<file path="src/rtl/lb_master_pkg.sv">
// Shared state encoding and constants for the lb_master local-bus initiator.
package lb_master_pkg;

  typedef enum logic [2:0] {
    ST_IDLE,
    ST_WR,
    ST_RD_ISSUE,
    ST_RD_WAIT,
    ST_RSP
  } lb_state_e;

  localparam logic [31:0] LB_TIMEOUT_DATA = 32'hDEADBEEF;

  // SUMP2 core wrapper register map.
  localparam logic [31:0] LB_SUMP2_CTRL = 32'h0000_0000;
  localparam logic [31:0] LB_SUMP2_DATA = 32'h0000_0004;

  localparam int LB_TO_CNT_W = 16;

endpackage

</file>
<file path="src/rtl/lb_master.sv">
// lb_master: one-command-at-a-time local-bus initiator (single writes, N-beat read bursts).
// Define LB_MASTER_TIMEOUT_EN to bound the wait for lb_rd_rdy by TIMEOUT_CYCLES.
module lb_master
  import lb_master_pkg::*;
#(
  parameter int unsigned ADDR_INC       = 0,
  parameter int unsigned TIMEOUT_CYCLES = 255
) (
  input  logic        clk_lb,
  input  logic        reset,
  input  logic        cmd_valid,
  output logic        cmd_ready,
  input  logic        cmd_wr,
  input  logic [31:0] cmd_addr,
  input  logic [31:0] cmd_wdata,
  input  logic [7:0]  cmd_len,
  output logic        rsp_valid,
  input  logic        rsp_ready,
  output logic [31:0] rsp_data,
  output logic        rsp_last,
  output logic        rsp_err,
  output logic        lb_wr,
  output logic        lb_rd,
  output logic [31:0] lb_addr,
  output logic [31:0] lb_wr_d,
  input  logic [31:0] lb_rd_d,
  input  logic        lb_rd_rdy
);

  localparam logic [31:0] ADDR_STEP = 32'(ADDR_INC);

  if (TIMEOUT_CYCLES == 0 || TIMEOUT_CYCLES > 65535) begin : g_bad_timeout
    $error("lb_master: TIMEOUT_CYCLES must be in 1..65535");
  end

  lb_state_e   state_q, state_d;
  logic        cmd_ready_q, cmd_ready_d;
  logic        wr_stb_q, wr_stb_d;
  logic        rd_stb_q, rd_stb_d;
  logic [31:0] addr_q, addr_d;
  logic [31:0] wdata_q, wdata_d;
  logic [7:0]  beats_q, beats_d;
  logic        rsp_valid_q, rsp_valid_d;
  logic [31:0] rsp_data_q, rsp_data_d;
  logic        rsp_last_q, rsp_last_d;
  logic        cmd_fire;

  assign cmd_fire = cmd_valid && cmd_ready_q;

`ifdef LB_MASTER_TIMEOUT_EN
  localparam logic [LB_TO_CNT_W-1:0] TO_LAST = LB_TO_CNT_W'(TIMEOUT_CYCLES - 1);

  logic [LB_TO_CNT_W-1:0] to_cnt_q, to_cnt_d;
  logic                   rsp_err_q, rsp_err_d;
  logic                   timed_out;

  assign timed_out = (to_cnt_q == TO_LAST);
`endif

  // Every bus and response output is a flop, so each is computed one cycle
  // ahead as the value it must hold in the state being entered.
  always_comb begin
    state_d     = state_q;
    cmd_ready_d = 1'b0;
    wr_stb_d    = 1'b0;
    rd_stb_d    = 1'b0;
    addr_d      = addr_q;
    wdata_d     = wdata_q;
    beats_d     = beats_q;
    rsp_valid_d = rsp_valid_q;
    rsp_data_d  = rsp_data_q;
    rsp_last_d  = rsp_last_q;
`ifdef LB_MASTER_TIMEOUT_EN
    to_cnt_d    = '0;
    rsp_err_d   = rsp_err_q;
`endif
    case (state_q)
      ST_IDLE: begin
        cmd_ready_d = 1'b1;
        if (cmd_fire) begin
          cmd_ready_d = 1'b0;
          addr_d      = cmd_addr;
          beats_d     = cmd_len;
          if (cmd_wr) begin
            wdata_d  = cmd_wdata;
            wr_stb_d = 1'b1;
            state_d  = ST_WR;
          end else begin
            rd_stb_d = 1'b1;
            state_d  = ST_RD_ISSUE;
          end
        end
      end
      ST_WR: begin
        rsp_valid_d = 1'b1;
        rsp_data_d  = '0;
        rsp_last_d  = 1'b1;
`ifdef LB_MASTER_TIMEOUT_EN
        rsp_err_d   = 1'b0;
`endif
        state_d     = ST_RSP;
      end
      // A responder may answer in the same cycle as the strobe, so both
      // issue and wait states accept lb_rd_rdy.
      ST_RD_ISSUE, ST_RD_WAIT: begin
        state_d = ST_RD_WAIT;
        if (lb_rd_rdy) begin
          rsp_valid_d = 1'b1;
          rsp_data_d  = lb_rd_d;
          rsp_last_d  = (beats_q == '0);
`ifdef LB_MASTER_TIMEOUT_EN
          rsp_err_d   = 1'b0;
`endif
          state_d     = ST_RSP;
        end
`ifdef LB_MASTER_TIMEOUT_EN
        else if (state_q == ST_RD_WAIT) begin
          if (timed_out) begin
            rsp_valid_d = 1'b1;
            rsp_data_d  = LB_TIMEOUT_DATA;
            rsp_last_d  = 1'b1;
            rsp_err_d   = 1'b1;
            state_d     = ST_RSP;
          end else begin
            to_cnt_d = to_cnt_q + LB_TO_CNT_W'(1);
          end
        end
`endif
      end
      ST_RSP: begin
        if (rsp_ready) begin
          rsp_valid_d = 1'b0;
          if (rsp_last_q) begin
            cmd_ready_d = 1'b1;
            state_d     = ST_IDLE;
          end else begin
            addr_d   = addr_q + ADDR_STEP;
            beats_d  = beats_q - 8'd1;
            rd_stb_d = 1'b1;
            state_d  = ST_RD_ISSUE;
          end
        end
      end
      default: begin
        state_d = ST_IDLE;
      end
    endcase
  end

  always_ff @(posedge clk_lb or posedge reset) begin
    if (reset) begin
      state_q     <= ST_IDLE;
      cmd_ready_q <= 1'b0;
      wr_stb_q    <= 1'b0;
      rd_stb_q    <= 1'b0;
      addr_q      <= '0;
      wdata_q     <= '0;
      beats_q     <= '0;
      rsp_valid_q <= 1'b0;
      rsp_data_q  <= '0;
      rsp_last_q  <= 1'b0;
`ifdef LB_MASTER_TIMEOUT_EN
      to_cnt_q    <= '0;
      rsp_err_q   <= 1'b0;
`endif
    end else begin
      state_q     <= state_d;
      cmd_ready_q <= cmd_ready_d;
      wr_stb_q    <= wr_stb_d;
      rd_stb_q    <= rd_stb_d;
      addr_q      <= addr_d;
      wdata_q     <= wdata_d;
      beats_q     <= beats_d;
      rsp_valid_q <= rsp_valid_d;
      rsp_data_q  <= rsp_data_d;
      rsp_last_q  <= rsp_last_d;
`ifdef LB_MASTER_TIMEOUT_EN
      to_cnt_q    <= to_cnt_d;
      rsp_err_q   <= rsp_err_d;
`endif
    end
  end

  assign cmd_ready = cmd_ready_q;
  assign lb_wr     = wr_stb_q;
  assign lb_rd     = rd_stb_q;
  assign lb_addr   = addr_q;
  assign lb_wr_d   = wdata_q;
  assign rsp_valid = rsp_valid_q;
  assign rsp_data  = rsp_data_q;
  assign rsp_last  = rsp_last_q;
`ifdef LB_MASTER_TIMEOUT_EN
  assign rsp_err   = rsp_err_q;
`else
  assign rsp_err   = 1'b0;
`endif

endmodule

</file>
<file path="config.mk">
export PLATFORM = sky130hd
export DESIGN_NAME = lb_master
export DESIGN_NICKNAME = d
export VERILOG_FILES = /design/src/rtl/lb_master_pkg.sv /design/src/rtl/lb_master.sv
export SDC_FILE = /design/constraint.sdc
export NUM_CORES = 1
export LEC_CHECK = 0
export ABC_CLOCK_PERIOD_IN_PS = 5270
export CORE_ASPECT_RATIO = 0.7
export CORE_MARGIN = 2
export CORE_UTILIZATION = 43
export CTS_BUF_LIST = sky130_fd_sc_hd__clkbuf_4 sky130_fd_sc_hd__clkbuf_8
export DETAILED_ROUTE_END_ITERATION = 16
export GPL_ROUTABILITY_DRIVEN = 0
export GPL_TIMING_DRIVEN = 0
export PLACE_DENSITY = 0.83
export SYNTH_ARGS = -nofsm -noshare
export SYNTH_HDL_FRONTEND = slang
export SYNTH_SLANG_ARGS = --single-unit
</file>
<file path="constraint.sdc">
create_clock -name clk_lb -period 5.27 [get_ports clk_lb]
set_input_delay 1.054 -clock clk_lb [delete_from_list [all_inputs] [get_ports clk_lb]]
set_output_delay 1.054 -clock clk_lb [all_outputs]
set_load 0.005 [all_outputs]
</file>
==> run metrics <==
CTS H-tree lvls 3; total gr overflow 0; P_sw 1.096 mW; top_reg_cell synth dfrtp_1; Via Count 3371; post-CTS sizing 0; CP max-delay cell clkdlybuf4s50_1; Antenna diodes 0; Clock power frac 0.135; Final Setup Violations 0; pin count of the biggest net entering global routing 65; Residual DRC 0; #FFs+latches synth 112; initial antenna violation count 0; clock latency on the worst-skew pair 0.37 ns; critical path cell sequence clkdlybuf4s50_1, and3b_1, and2_1, buf_6, buf_2, mux2_2; final setup TNS 0 ns; hold path endpoint lb_addr[7]; status finished clean; final worst setup slack 2.814 ns; Layout area overhead 55.06%; 1st-iter DRT viols 142; Peak VDD IR 300.7 uV; clk sinks 112; PD cells 524.5 mW/mm^2; hold_buf cts 0; leading area contributor after synthesis dfrtp_1; depth of the worst register-to-register path 6; first-pass GRT wire length 18330 microns; total CTS buffers 9; Mapped Area 0.004538 sq mm; top-area cell type share of the netlist area 0.6176; Reg2Reg Setup Slack 3.46 ns; Flop pwr share 0.399; worst hold slack 0.5112 ns; row cnt 31; max_slew headroom 0.5309; share of cells above drive strength 1 0.1877; Total GRT Usage 0.2040; die area 0.01140 sq mm; RSZ-0062 raised after global routing no; CTS tree built; number of synthesized flops with an enable pin 0; Syn Inst Count 311; kind of end point of the critical path flop; syn_nets 423; Syn Area/Cell 14.59 sq um; Synth area leaders dfrtp_1 62%, mux2_4 9.6%, mux2_2 8.9%; Setup WS pre-CTS 2.434 ns; Reg clk slew, reported paths 0.10 ns; Crit path buffers/inverters 3; post-DP HPWL 8613 microns; vias per cell 5.031; Fin. Hold Viols 0; Max FO, Critical Path 10; WS Path Type in2reg; share of async-settable or async-resettable flops after synthesis 1.000; WL/cell 17.04 microns; CP required 5.52 ns; crit path DAT 2.71 ns; slowest cell delay on critical path 0.52 ns; post-CTS setup buffer count 0; Leak 3.100 nW; root buffer selected by CTS clkbuf_8; Max clock buf depth 2; Max Fclk 407.2 MHz; sequential fraction of the synthesis area 0.6176; port bufs 210; most common cell in the netlist dfrtp_1; Core Box Area 0.01032 sq mm; Die H 89.95 microns; worst r2r dst lb_addr[26]; Slew @ Worst Pin 0.6972 ns; First-pass DRT Iterations 4; # Max-Cap Violations 0; Logic pwr share 0.466; vias in the first global route 3468; max-slew violations 0; Synth cell types 40; Initial Util 0.4398; cell-internal power 2.595 mW; Ports 212; Tmin final 2.456 ns; Final nets 645; Clock Skews 0.01113 ns; die width 126.8 microns; hold_sp lb_addr[7]; Hold WC Path Type reg2reg; hold path depth 1; Worst setup SP type input pin; Yosys Warn Count 0; Synth top cells by count 112 x dfrtp_1, 36 x mux2_2, 32 x a22o_1, 29 x mux2_4; sw frac 0.2970; worst flop-to-flop path startpoint state_q[2]; WP depth 6; Tcrit/Tclk final 0.4660; Top Family by Delay on Critical Path buffers and inverters; WL final 11420 microns; post-route antenna net violation count 0
-- power by group through the flow --
stage	clock network (mW)	logic (mW)	registers [mW]
floorplan	0	0.763	1.48
global placement	0	1.68	1.46
detailed placement	0	1.73	1.48
CTS	0.520	1.74	1.47
global route	0.559	1.84	1.53
finish	0.499	1.72	1.47
-- how the worst max path moves through the flow --
stage	end	startpoint
3_5_place_dp	lb_addr[23]	cmd_valid
3_3_place_gp	lb_addr[8]	reset
6_report	lb_addr[26]	cmd_valid
5_1_grt	rsp_last	rsp_last
4_1_cts	rsp_last	rsp_last
2_1_floorplan	beats_q[0]	reset
-- logic make-up after synthesis --
| logic type | share of synthesized area |
|---|---|
| and+or+nand+nor | 0.04853 |
| DFF | 0.6176 |
| adders and majority gates | 0.005513 |
| buffers and inverters | 0.03391 |
| muxes | 0.1875 |
| AOI/OAI and AO/OA | 0.1061 |
| other | 0.0008263 |
-- state kept, by name, indices dropped and copies added (netlist names) --
signal	flops
cmd_ready	1
lb_rd	1
rsp_data	32
beats_q	8
lb_wr	1
rsp_last	1
lb_wr_d	32
state_q	3
rsp_valid	1
lb_addr	32
-- layer usage --
metal / routed length, microns / up-vias / global-route usage
met2: 5426 / 163 / 0.3369
met1: 4735 / 1622 / 0.2609
met4: 149 / 0 / 0.05495
li1: - / 1569 / -
met5: 0 / - / 0
met3: 1108 / 17 / 0.06667
-- final cells by class --
| class | instances | area (sq um) |
|---|---|---|
| fill | 728 | 3281 |
| sequential | 112 | 2803 |
| timing repair buffer | 211 | 2130 |
| multi-input combinational | 172 | 1582 |
| clock buffer | 12 | 165.2 |
| tap | 132 | 165.2 |
| buffer | 20 | 127.6 |
| clock inverter | 4 | 36.28 |
| inverter | 7 | 28.78 |
-- cells in the final DEF, fill, tap and decap left out, types with 3 or more instances in the layout --
cell,Yosys,layout
clkdlybuf4s50_1,0,210
dfrtp_1,112,112
mux2_2,36,36
a22o_1,32,32
mux2_4,29,29
clkbuf_8,0,12
a21oi_1,11,11
o21ai_0,11,11
buf_2,9,9
nor2_1,9,9
inv_1,7,6
buf_6,5,5
nand2_1,5,5
clkbuf_1,5,5
nand2b_1,3,3
nor3_1,3,3
nor4_1,3,3
-- metrics by stage --
stage / utilization / instance area, sq um / cells / power (mW)
4_1_cts: 0.6820 / 7037 / 670 / 3.728
3_5_place_dp: 0.6625 / 6835 / 654 / 3.213
6_report: 0.6820 / 7037 / 670 / 3.691
3_3_place_gp: 0.6596 / 6805 / 653 / 3.144
5_1_grt: 0.6820 / 7037 / 670 / 3.926
2_1_floorplan: - / 4538 / 311 / 2.244
(Power assumes the default switching activity.)
